### src/rtl/nw_pkg.sv
// Shared FSM state type and matrix addressing helper for the score RAM writer.
package nw_pkg;

  typedef enum logic [2:0] {
    ST_IDLE,
    ST_INIT_ROW,
    ST_INIT_COL,
    ST_FILL,
    ST_DONE
  } nw_state_t;

  // Row-major address of (row, col) in an (n+1)-wide matrix; 32-bit products never truncate valid addresses.
  function automatic logic [31:0] nw_cell_addr(input logic [31:0] row,
                                               input logic [31:0] col,
                                               input logic [31:0] n);
    return row * (n + 32'd1) + col;
  endfunction

endpackage

### src/rtl/score_addr_gen.sv
// Address/data sequencing for the boundary init writes (row 0, column 0) and interior cell writes.
module score_addr_gen
  import nw_pkg::*;
#(
  parameter int N       = 128,
  parameter int SCORE_W = 9,
  parameter int GAP     = -1,
  parameter int IDX_W   = $clog2(N) + 1,
  parameter int ADDR_W  = $clog2((N + 1) * (N + 1))
) (
  input  logic               i_clk,
  input  logic               i_rst_n,
  input  nw_state_t          i_state,
  input  logic               i_wr_done,
  input  logic [IDX_W-1:0]   i_cell_i,
  input  logic [IDX_W-1:0]   i_cell_j,
  input  logic [SCORE_W-1:0] i_cell_score,
  output logic               o_init_more,
  output logic               o_init_last,
  output logic [ADDR_W-1:0]  o_init_addr,
  output logic [SCORE_W-1:0] o_init_data,
  output logic [ADDR_W-1:0]  o_cell_addr,
  output logic [SCORE_W-1:0] o_cell_data
);

  localparam logic [IDX_W:0] LAST_K = (IDX_W + 1)'(N);

  logic [IDX_W-1:0] r_k;
  logic [IDX_W:0]   w_k_ext;
  logic [IDX_W:0]   w_issue_k;
  logic             w_init_phase;

  assign w_init_phase = (i_state == ST_INIT_ROW) || (i_state == ST_INIT_COL);
  assign w_k_ext      = {1'b0, r_k};
  // r_k names the write currently held (or about to be issued); the next one is issued as it completes.
  assign w_issue_k    = i_wr_done ? (w_k_ext + (IDX_W + 1)'(1)) : w_k_ext;
  assign o_init_more  = (w_issue_k <= LAST_K);
  assign o_init_last  = (w_k_ext == LAST_K);

  always_ff @(posedge i_clk or negedge i_rst_n) begin
    if (!i_rst_n) begin
      r_k <= '0;
    end else if (i_state == ST_IDLE) begin
      r_k <= '0;
    end else if (w_init_phase && i_wr_done) begin
      if ((i_state == ST_INIT_ROW) && o_init_last) begin
        r_k <= IDX_W'(1);
      end else begin
        r_k <= w_issue_k[IDX_W-1:0];
      end
    end
  end

  assign o_init_addr = (i_state == ST_INIT_COL)
                     ? ADDR_W'(nw_cell_addr(32'(w_issue_k), 32'd0, 32'(N)))
                     : ADDR_W'(nw_cell_addr(32'd0, 32'(w_issue_k), 32'(N)));
  assign o_init_data = SCORE_W'(int'(w_issue_k) * GAP);

  assign o_cell_addr = ADDR_W'(nw_cell_addr(32'(i_cell_i) + 32'd1, 32'(i_cell_j) + 32'd1, 32'(N)));
  assign o_cell_data = i_cell_score;

endmodule

### src/rtl/score_ram_writer.sv
// Fills an (N+1)x(N+1) score matrix RAM: gap-penalty borders, then streamed interior cells.
// Optional bounds checking of incoming cell indices: define SCORE_RAM_WRITER_BOUNDS_CHECK_EN.
module score_ram_writer
  import nw_pkg::*;
#(
  parameter int N       = 128,
  parameter int SCORE_W = 9,
  parameter int GAP     = -1,
  parameter int IDX_W   = $clog2(N) + 1,
  parameter int ADDR_W  = $clog2((N + 1) * (N + 1))
) (
  input  logic               clk,
  input  logic               rst_n,
  input  logic               start,
  input  logic               cell_valid,
  output logic               cell_ready,
  input  logic [IDX_W-1:0]   cell_i,
  input  logic [IDX_W-1:0]   cell_j,
  input  logic [SCORE_W-1:0] cell_score,
  output logic               wr_en,
  output logic [ADDR_W-1:0]  wr_addr,
  output logic [SCORE_W-1:0] wr_data,
  input  logic               wr_ready,
  output logic               busy,
  output logic               done,
  output logic               err
);

  localparam logic [ADDR_W-1:0] FILL_LAST = ADDR_W'(N * N - 1);

  nw_state_t          r_state;
  nw_state_t          w_state_next;
  logic               r_wr_en;
  logic [ADDR_W-1:0]  r_wr_addr;
  logic [SCORE_W-1:0] r_wr_data;
  logic [ADDR_W-1:0]  r_fill;

  logic               w_complete;
  logic               w_can_load;
  logic               w_init_phase;
  logic               w_load_init;
  logic               w_accept;
  logic               w_load_cell;
  logic               w_fill_last;
  logic               w_bad;
  logic               w_init_more;
  logic               w_init_last;
  logic [ADDR_W-1:0]  w_init_addr;
  logic [SCORE_W-1:0] w_init_data;
  logic [ADDR_W-1:0]  w_cell_addr;
  logic [SCORE_W-1:0] w_cell_data;

  score_addr_gen #(
    .N(N), .SCORE_W(SCORE_W), .GAP(GAP), .IDX_W(IDX_W), .ADDR_W(ADDR_W)
  ) u_addr_gen (
    .i_clk        (clk),
    .i_rst_n      (rst_n),
    .i_state      (r_state),
    .i_wr_done    (w_complete),
    .i_cell_i     (cell_i),
    .i_cell_j     (cell_j),
    .i_cell_score (cell_score),
    .o_init_more  (w_init_more),
    .o_init_last  (w_init_last),
    .o_init_addr  (w_init_addr),
    .o_init_data  (w_init_data),
    .o_cell_addr  (w_cell_addr),
    .o_cell_data  (w_cell_data)
  );

  assign w_complete  = r_wr_en && wr_ready;
  assign w_can_load  = !r_wr_en || wr_ready;
  // Register holds the final cell write: stop accepting so nothing is left pending at DONE.
  assign w_fill_last = r_wr_en && (r_fill == FILL_LAST);
  assign w_accept    = cell_valid && cell_ready;
  assign w_load_init = w_init_phase && w_can_load && w_init_more;
  assign w_load_cell = w_accept && !w_bad;

  always_ff @(posedge clk or negedge rst_n) begin
    if (!rst_n) begin
      r_state <= ST_IDLE;
    end else begin
      r_state <= w_state_next;
    end
  end

  always_comb begin
    w_state_next = r_state;
    case (r_state)
      ST_IDLE:     if (start) w_state_next = ST_INIT_ROW;
      ST_INIT_ROW: if (w_complete && w_init_last) w_state_next = ST_INIT_COL;
      ST_INIT_COL: if (w_complete && w_init_last) w_state_next = ST_FILL;
      ST_FILL:     if (w_complete && (r_fill == FILL_LAST)) w_state_next = ST_DONE;
      ST_DONE:     w_state_next = ST_IDLE;
      default:     w_state_next = ST_IDLE;
    endcase
  end

  always_comb begin
    busy         = (r_state != ST_IDLE);
    done         = (r_state == ST_DONE);
    w_init_phase = (r_state == ST_INIT_ROW) || (r_state == ST_INIT_COL);
    cell_ready   = (r_state == ST_FILL) && w_can_load && !w_fill_last;
  end

  always_ff @(posedge clk or negedge rst_n) begin
    if (!rst_n) begin
      r_wr_en   <= 1'b0;
      r_wr_addr <= '0;
      r_wr_data <= '0;
    end else if (w_load_init) begin
      r_wr_en   <= 1'b1;
      r_wr_addr <= w_init_addr;
      r_wr_data <= w_init_data;
    end else if (w_load_cell) begin
      r_wr_en   <= 1'b1;
      r_wr_addr <= w_cell_addr;
      r_wr_data <= w_cell_data;
    end else if (w_complete) begin
      r_wr_en   <= 1'b0;
      r_wr_addr <= '0;
      r_wr_data <= '0;
    end
  end

  always_ff @(posedge clk or negedge rst_n) begin
    if (!rst_n) begin
      r_fill <= '0;
    end else if (r_state == ST_IDLE) begin
      r_fill <= '0;
    end else if ((r_state == ST_FILL) && w_complete) begin
      r_fill <= r_fill + ADDR_W'(1);
    end
  end

  assign wr_en   = r_wr_en;
  assign wr_addr = r_wr_addr;
  assign wr_data = r_wr_data;

`ifdef SCORE_RAM_WRITER_BOUNDS_CHECK_EN
  logic r_err;

  assign w_bad = (cell_i >= IDX_W'(N)) || (cell_j >= IDX_W'(N));

  always_ff @(posedge clk or negedge rst_n) begin
    if (!rst_n) begin
      r_err <= 1'b0;
    end else if (w_accept && w_bad) begin
      r_err <= 1'b1;
    end
  end

  assign err = r_err;
`else
  assign w_bad = 1'b0;
  assign err   = 1'b0;
`endif

endmodule

### config.mk
export PLATFORM = sky130hd
export DESIGN_NAME = score_ram_writer
export DESIGN_NICKNAME = d
export VERILOG_FILES = /design/src/rtl/nw_pkg.sv /design/src/rtl/score_addr_gen.sv /design/src/rtl/score_ram_writer.sv
export SDC_FILE = /design/constraint.sdc
export NUM_CORES = 1
export LEC_CHECK = 0
export CORE_ASPECT_RATIO = 1.75
export CORE_MARGIN = 1
export CORE_UTILIZATION = 35
export DETAILED_ROUTE_END_ITERATION = 10
export PLACE_DENSITY_LB_ADDON = 0.1
export SETUP_SLACK_MARGIN = 0.02
export SLEW_MARGIN = 10
export SYNTH_ARGS = -nofsm -noshare
export SYNTH_HDL_FRONTEND = slang
export SYNTH_SLANG_ARGS = --single-unit
### constraint.sdc
create_clock -name clk -period 7.6 [get_ports clk]
set_input_delay 0.76 -clock clk [delete_from_list [all_inputs] [get_ports clk]]
set_output_delay 0.76 -clock clk [all_outputs]
set_load 0.05 [all_outputs]
==> metrics, run 1 <==
status complete, no violations; GRT overflow 0; minimum clock period 4.75 ns; placed wire-length estimate 9850 um; Hold WC Path Type flip-flop to flip-flop; WS Path Type input port to flip-flop; Fmax achieved 210 MHz; TritonCTS clock tree done; CTS Hold Buffers Added 0; crit path max fanout 6; top_reg_cell synth dfrtp_1; GR Util All Layers 0.199; placed inst area between 0.005 and 0.006 mm2; Routed Antenna Nets 0; final wirelength 12,400 um; Final Skew 0.00798 ns; Post-synth EDFFs 0; Pwr Density a little over 200 mW/mm2; DRC 0; Pre-Repair DR Iteration Count 4; Clock Path Buffers 2; vias in the first global route 3,759; chip height 151 um; final hold viol count 0; layout cells sized above 1 0.0865; synth unique cells 75; CTS clk-pin slew, worst paths 0.07 ns; Die Wd between 80 and 90 um; Mapped Cells 475; initial core utilization 0.364; area occupied by multi-input gates around 0.0029 mm2; # Post-CTS Setup Buffers 0; Cell Area, Synth 0.00441 mm2; CP endpoint kind flip-flop; Slew headroom 0.365; final net count 602; DR iter-0 viols 173; Synth top area share 0.289; max-slew violations 0; largest area contributor in the netlist dfrtp_1; Ports 59; CP required 7.79 ns; yosys warns 0; maximum VDD drop slightly above 0.09 mV; Design Area, Final 0.00522 mm2; Async S/R FF share, synth 1.00; startpoint types input port; initial antenna violation count 0; Final setup viols 0; Reg2Reg Setup Slack 3.72 ns; routability cong. 0.883; leakage 2.22 nW; cell row count 53; Final TNS setup 0 ns; largest net degree at the start of global routing 52; clk root buf clkbuf_16; worst skew pair latency 0.30 ns; period utilization 0.625; worst-margin pin slew 0.949 ns; post-synthesis sequential area ratio 0.289; H-tree levels 2; total clock sinks 51; Wirelength per Cell about 18 um; FF+latch count, synth 51; FILL cells 1,242; core area 0.0121 mm2; TritonCTS buffer count 5; diode count 0; register area 0.00128 mm2; Area growth syn-to-layout 18.4%; Synth area leaders dfrtp_1 29%, ha_1 14%, xor2_1 5.0%; RSZ-0062 raised after global routing no; post_cts resized 0; Via-to-Cell Ratio approximately 5.4; mean post-synth cell area slightly above 9 um2; Post-Syn Nets around 560; PortBufs 57; Vias ~3.7k; max-cap violation count 0; die area roughly 0.013 mm2; crit path DAT 4.94 ns; first-pass GRT wire length between 15,000 and 20,000 um
-- routing by layer --
metal,track usage,vias up,wire length [um]
met5,0,-,0
met4,0.0983,0,493
met3,0.0241,20,361
met2,0.386,75,7090
met1,0.205,1838,4460
li1,-,1789,-
-- cell type report --
cell class | instances | area share
inverter | 35 | 0.0251
timing repair buffer | 58 | 0.110
clock buffer | 5 | 0.0240
multi-input combinational | 369 | 0.550
sequential | 51 | 0.244
clock inverter | 2 | 0.00719
tap | 165 | 0.0395
-- worst max-delay path, stage by stage --
cell and delay, ns:
clkdlybuf4s50_1 0.51, and2_1 0.21, nand4_1 0.14, nor2_1 0.13, xor2_1 0.33, ha_1 0.31
ha_1 0.30, ha_1 0.20, fa_1 0.46, ha_1 0.28, or3_1 0.39, o31ai_1 0.38
a211o_1 0.20, xnor2_1 0.06, a221o_1 0.28
-- cells in the final DEF, fill, tap and decap left out, types with 4 or more instances in the layout --
master	netlist	layout
o21ai_1	4	4
a21oi_1	16	16
o21a_1	6	6
mux2i_1	5	5
clkbuf_16	0	5
nor3_1	12	12
inv_1	34	34
nand3_1	15	15
fa_1	4	4
nand2_1	35	35
ha_1	48	48
o22ai_1	6	6
nor4_1	4	4
dfrtp_1	51	51
xnor2_1	22	22
and3_1	6	6
nand4_1	9	9
clkdlybuf4s50_1	0	56
nor2_1	41	41
xor2_1	25	25
o31ai_1	4	4
a221o_1	11	11
o221ai_2	4	4
nor2b_1	6	6
o21ai_0	14	14
and2_1	4	4
-- path summary, 6_finish.rpt --
kind,endpoint,cells past startpoint,start
worst min register to register,wr_data[4]$_DFFE_PN0P_,2,wr_data[4]$_DFFE_PN0P_
worst max register to register,wr_addr[13]$_DFFE_PN0P_,11,wr_en$_DFFE_PN0P_
worst min-delay path,wr_data[4]$_DFFE_PN0P_,2,wr_data[4]$_DFFE_PN0P_
worst max-delay path,wr_addr[13]$_DFFE_PN0P_,15,cell_i[2]
min in group asynchronous,r_fill[5]$_DFFE_PN0P_,2,rst_n
max in group asynchronous,wr_addr[13]$_DFFE_PN0P_,2,rst_n
-- kinds of logic (layout without fill, tap and decap cells) --
kind of cell | count (synthesis) | count (layout) | share of synthesized area
other cells | 1 | 1 | 0.000850
xor+xnor | 48 | 48 | 0.0970
simple gates | 166 | 166 | 0.211
mux | 6 | 6 | 0.0147
flops | 51 | 51 | 0.289
buf+inv | 55 | 100 | 0.0593
fa+ha+maj | 52 | 52 | 0.154
compound gates | 96 | 96 | 0.173
-- report_power, final --
part / switching [mW] / internal (mW) / total (mW)
Combinational: 0.289 / 0.177 / 0.466
Clock: 0.108 / 0.154 / 0.262
Sequential: 0.0330 / 0.302 / 0.335
-- state kept, by name, summed over array words and instances, names as in the netlist --
register	count
r_fill	15
wr_addr	15
u_addr_gen.r_k	8
wr_data	9
wr_en	1
r_state	3
-- stage by stage --
step	instances	hold slack (ns)	power [mW]	worst slack, ns	utilization
after floorplan	475	0.464	0.652	3.37	-
after global placement	678	0.475	0.807	2.63	0.417
after detailed placement	678	0.484	0.810	2.59	0.417
after CTS	685	0.500	1.08	2.91	0.430
after global routing	685	0.529	1.12	2.73	0.430
final	685	0.498	1.06	2.85	0.430
-- cell usage after synthesis, drive strengths merged (4+ instances only) --
cell,count
a21oi,17
a221o,11
and2,4
and3,8
and4,4
buf,16
clkbuf,4
dfrtp,51
fa,4
ha,48
inv,35
mux2i,5
nand2,36
nand3,17
nand4,12
nor2,43
nor2b,6
nor3,15
nor4,6
o211ai,4
o21a,6
o21ai,18
o221ai,4
o22ai,7
o31ai,5
xnor2,23
xor2,25
(Power assumes the default switching activity.)
==> run 2: changes to the inputs <==
==> constraint.sdc (replaced) <==
create_clock -name clk -period 4.4 [get_ports clk]
set_input_delay 0.44 -clock clk [delete_from_list [all_inputs] [get_ports clk]]
set_output_delay 0.44 -clock clk [all_outputs]
set_load 0.05 [all_outputs]
==> run 2 against run 1 <==
Power is 76% higher. Hold slack worse by 0.22 ns. Utilization is 1.7 points higher. Sequential power is 73% higher. Critical path depth stayed put. Sequential share of layout area is 0.93 points lower. Sequential cell count stayed put. Die area stayed put. Global-route usage is 0.71 points higher. Critical path type unchanged. Largest cell class unchanged.
==> metrics, run 2 (synthesis gave the netlist of run 1 again) <==
TritonCTS buffer count 5 (unchanged); commonest non-fill, non-tap cell in the layout clkdlybuf4s50_1; Area growth syn-to-layout 23.1%; max-cap violation count 0 (unchanged); Design Area, Final 0.00543 mm2 (+4.0%); largest net degree at the start of global routing 52 (unchanged); total clock sinks 51 (unchanged); Routed Antenna Nets 0 (unchanged); worst hold margin 0.274 ns (-0.224 ns); placed inst area 0.00526 mm2 (+4.0%); Clock Path Buffers 2 (unchanged); GR Util All Layers 0.207 (+0.00709); Final TNS setup 0 ns (unchanged); startpoint types input port; H-tree levels 2 (unchanged); Fmax achieved 241 MHz; PortBufs 57 (unchanged); period utilization 0.944; Vias 3,845 (+3.3%); minimum clock period between 4 and 5 ns; # Post-CTS Setup Buffers 0 (unchanged); Final setup viols 0 (unchanged); Pre-Repair DR Iteration Count 4 (unchanged); CP endpoint kind flip-flop; Hold WC Path Type input port to asynchronous set/reset pin; pre-CTS setup slack -0.197 ns (-2.79 ns); Pwr Density 343 mW/mm2 (+69%); CTS Hold Buffers Added 0 (unchanged); cell row count 53 (unchanged); initial antenna violation count 0 (unchanged); max-slew violations 0 (unchanged); fin worst setup slack 0.248 ns (-2.60 ns); diode count 0 (unchanged); routability cong. 0.851 (-3.6%); RSZ-0062 raised after global routing no; final hold viol count 0 (unchanged); Reg-to-Reg Start u_addr_gen.r_k[0]$_DFFE_PN0P_; initial core utilization 0.364 (unchanged); final net count 629 (+4.5%); Wirelength per Cell 18.0 um (-0.73%); DR iter-0 viols 128 (-26%); Reg2Reg Setup Slack 1.01 ns (-2.71 ns); final core utilization 0.447 (+0.0170); final wirelength 12,800 um (+3.2%); Ports 59 (unchanged); CTS clk-pin slew, worst paths 0.07 ns (about the same); WS Path Type input port to flip-flop; Die Wd 86.9 um (unchanged); layout cells sized above 1 0.133 (+0.0469); status complete, no violations; die area 0.0131 mm2 (unchanged); worst-margin pin slew 0.910 ns (-0.0383 ns); crit path max fanout 2 (-4); GRT overflow 0 (unchanged); Final Skew 0.00690 ns (-0.00108 ns); chip height 151 um (unchanged); clk root buf clkbuf_16; TritonCTS clock tree done; placed wire-length estimate 10,300 um (+4.1%); core area 0.0121 mm2 (unchanged); DRC 0 (unchanged); crit path DAT 4.33 ns (-0.61 ns); Slew headroom 0.391 (+0.0256); leakage 2.35 nW (+5.8%); CP required 4.58 ns (-3.21 ns); maximum VDD drop 0.151 mV (+62%); Via-to-Cell Ratio 5.40 (-0.61%); vias in the first global route 4,032 (+7.3%); path depth of the worst reg2reg path 11 (unchanged); first-pass GRT wire length 20,400 um (+4.4%); post_cts resized 0 (unchanged); most frequent cells in the layout 56 x clkdlybuf4s50_1, 51 x dfrtp_1, 48 x ha_1, 40 x nor2_1, 35 x nand2_1; worst skew pair latency 0.29 ns (about the same); Reg2Reg Capture Point wr_addr[13]$_DFFE_PN0P_
==> run 2: power breakdown <==
part	internal (mW)	switching (mW)	total (mW)	leakage, nW
registers	0.522	0.0582	0.580	0.654
logic	0.336	0.509	0.845	1.62
clock network	0.266	0.174	0.440	0.0769
total	1.12	0.741	1.87	2.35
==> run 2: how the worst max path moves through the flow <==
stage	slack [ns]	endpoint	startpoint
detailed placement	-0.20	wr_addr[13]$_DFFE_PN0P_	cell_j[0]
floorplan	0.49	wr_addr[13]$_DFFE_PN0P_	cell_j[0]
global placement	-0.13	wr_addr[13]$_DFFE_PN0P_	cell_j[0]
global route	0.04	wr_addr[13]$_DFFE_PN0P_	cell_j[0]
CTS	0.11	wr_addr[13]$_DFFE_PN0P_	cell_j[0]
finish	0.25	wr_addr[13]$_DFFE_PN0P_	cell_j[1]
==> run 2: per-stage QoR <==
step | power, mW | std cells
final | 1.87 | 712
after global routing | 1.97 | 712
after CTS | 1.89 | 712
after detailed placement | 1.44 | 705
after global placement | 1.43 | 705
after floorplan | 1.13 | 475
==> run 2: per-layer routing <==
metal / global-route usage / wire (um) / vias to the layer above
met5: 0 / 0 / -
met4: 0.117 / 593 / 0
met3: 0.0192 / 215 / 27
met2: 0.410 / 7420 / 74
met1: 0.201 / 4580 / 1899
li1: - / - / 1845
==> run 2: critical path, cell delays in order <==
cell and delay, ns:
clkdlybuf4s50_1 0.49, ha_1 0.17, nand3_1 0.11, nor2_2 0.13, and3_1 0.19, ha_1 0.24
ha_1 0.29, ha_1 0.30, fa_1 0.48, ha_1 0.22, or3_1 0.39, o31ai_2 0.30
a211o_1 0.19, xnor2_1 0.07, a221o_1 0.31
==> run 2: area by class of cell <==
cell class / instances / area, um2
clock buffer: 6 / 129
clock inverter: 1 / 30.0
fill: 1234 / 6710
inverter: 35 / 131
multi-input combinational: 369 / 2880
sequential: 51 / 1280
tap: 165 / 206
timing repair buffer: 85 / 776
==> run 3: changes to the inputs <==
--- a/config.mk
+++ b/config.mk
@@ -8,6 +8,7 @@
 export CORE_ASPECT_RATIO = 1.75
 export CORE_MARGIN = 1
 export CORE_UTILIZATION = 35
+export CTS_BUF_LIST = sky130_fd_sc_hd__clkbuf_4 sky130_fd_sc_hd__clkbuf_8
 export DETAILED_ROUTE_END_ITERATION = 10
 export PLACE_DENSITY_LB_ADDON = 0.1
 export SETUP_SLACK_MARGIN = 0.02
==> run 3 against run 2 <==
Die area unchanged. Non-clock buffer count unchanged. Sequential power about the same. Power down 5.7%. Register-to-register slack is essentially flat. Clock-buffer cell count unchanged. Clock power shrank 24%. Cell area decreased by 0.97%. Sequential share of layout area grew 0.23 points. Clock skew increased by 0.0048 ns. Largest cell class unchanged. Largest power group unchanged. Highest routed layer unchanged.
==> metrics, run 3 (synthesis gave the netlist of run 1 again) <==
status complete, no violations; post_cts resized 0 (unchanged); TritonCTS buffer count 5 (unchanged); minimum clock period 4.15 ns (-0.000576 ns); total clock sinks 51 (unchanged); CP endpoint kind flip-flop; clk root buf clkbuf_8; Fmax achieved 241 MHz (about the same); period utilization 0.943 (about the same); Final TNS setup 0 ns (unchanged); Worst path max stage delay 0.49 ns (about the same); final hold viol count 0 (unchanged); max-slew violations 0 (unchanged); crit path DAT 4.35 ns (+0.02 ns); GRT overflow 0 (unchanged); worst skew pair latency 0.31 ns (+0.02 ns); WS Path Type input port to flip-flop; vias in the first global route 4,005 (-0.67%); Post-Place Cells 705 (unchanged); crit path cell chain clkdlybuf4s50_1 -> ha_1 -> nand3_1 -> nor2_2 -> and3_1 -> ha_1 -> ha_1 -> ha_1 -> fa_1 -> ha_1 -> or3_1 -> o31ai_2 -> a211o_1 -> xnor2_1 -> a221o_1; critical path's slowest cell clkdlybuf4s50_1; CTS clk-pin slew, worst paths 0.10 ns (+0.03 ns); TritonCTS clock tree done; worst-margin pin slew 0.898 ns (-0.0120 ns); CP required 4.60 ns (+0.02 ns); crit path max fanout 2 (unchanged); FILL cells 1,241 (+0.57%); core area 0.0121 mm2 (unchanged); layout cells sized above 1 0.135 (+0.00183); H-tree levels 2 (unchanged); Via-to-Cell Ratio 5.39 (-0.23%); Routed Antenna Nets 0 (unchanged); Final Skew 0.0117 ns (+0.00484 ns); placed wire-length estimate 10,300 um (unchanged); # Post-CTS Setup Buffers 0 (unchanged); most frequent cells in the layout 56 x clkdlybuf4s50_1, 51 x dfrtp_1, 48 x ha_1, 40 x nor2_1, 35 x nand2_1; final non-filler cell total 712 (unchanged); DR iter-0 viols 110 (-14%); final wirelength 12,800 um (about the same); largest net degree at the start of global routing 52 (unchanged); leakage 2.33 nW (-0.96%); initial antenna violation count 0 (unchanged); CTS Hold Buffers Added 0 (unchanged); initial core utilization 0.364 (unchanged); critical path's most frequent cell ha_1; Ports 59 (unchanged); Die Wd 86.9 um (unchanged); routability cong. 0.851 (unchanged); diode count 0 (unchanged); Clock Path Buffers 2 (unchanged); PortBufs 57 (unchanged); die area 0.0131 mm2 (unchanged); maximum VDD drop 0.166 mV (+9.4%); final net count 629 (unchanged); pre-CTS setup slack -0.197 ns (unchanged); startpoint types input port; max-cap violation count 0 (unchanged); Final setup viols 0 (unchanged); Slew headroom 0.399 (+0.00803); Vias 3,836 (-0.23%); first-pass GRT wire length 20,400 um (about the same); worst hold margin 0.247 ns (-0.0276 ns); Hold WC Path Type input port to asynchronous set/reset pin; fin worst setup slack 0.249 ns (+0.000576 ns); chip height 151 um (unchanged); Pwr Density 327 mW/mm2 (-4.8%); DRC 0 (unchanged); cell row count 53 (unchanged); RSZ-0062 raised after global routing no; commonest non-fill, non-tap cell in the layout clkdlybuf4s50_1; critical path's top delay family adder cells; Wirelength per Cell 18.0 um (about the same); Buf/Inv on CP 1 (unchanged); Pre-Repair DR Iteration Count 4 (unchanged); GR Util All Layers 0.206 (about the same); Area growth syn-to-layout 21.9%
-- run 3: metrics by stage --
| stage | power, mW | utilization | instance area [um2] |
|---|---|---|---|
| after floorplan | 1.13 | - | 4410 |
| after global placement | 1.43 | 0.434 | 5260 |
| after detailed placement | 1.44 | 0.434 | 5260 |
| after CTS | 1.78 | 0.443 | 5370 |
| after global routing | 1.87 | 0.443 | 5380 |
| final | 1.76 | 0.443 | 5380 |
-- run 3: cell type report --
type,instances,area (um2),share of cell area
multi-input cells,369,2880,0.536
flip-flops and latches,51,1280,0.237
repair buffers,85,776,0.144
well taps,165,206,0.0384
inverters,35,131,0.0244
clock buffers,6,76.3,0.0142
clock inverters,1,30.0,0.00558
-- run 3: routing by layer --
| metal | share of wire | wire, um | global-route usage | vias up |
|---|---|---|---|---|
| met5 | 0 | 0 | 0 | - |
| li1 | - | - | - | 1842 |
| met1 | 0.36 | 4570 | 0.204 | 1889 |
| met4 | 0.050 | 635 | 0.115 | 0 |
| met3 | 0.020 | 253 | 0.0159 | 25 |
| met2 | 0.57 | 7350 | 0.409 | 80 |
-- run 3: final timing paths --
check / start / end / slack [ns] / cells after the start
setup / recovery: cell_j[1] / wr_addr[13]$_DFFE_PN0P_ / 0.25 / 15
hold / removal: rst_n / r_fill[9]$_DFFE_PN0P_ / 0.25 / 2
setup reg to reg: u_addr_gen.r_k[0]$_DFFE_PN0P_ / wr_addr[13]$_DFFE_PN0P_ / 1.01 / 11
hold reg to reg: wr_addr[10]$_DFFE_PN0P_ / wr_addr[10]$_DFFE_PN0P_ / 0.51 / 2
max in group asynchronous: rst_n / wr_data[4]$_DFFE_PN0P_ / 3.67 / 2
min in group clk: wr_addr[10]$_DFFE_PN0P_ / wr_addr[10]$_DFFE_PN0P_ / 0.51 / 2
-- run 3: report_power, final --
| group | internal [mW] | switching, mW |
|---|---|---|
| clock network | 0.173 | 0.162 |
| registers | 0.521 | 0.0577 |
| logic | 0.335 | 0.508 |
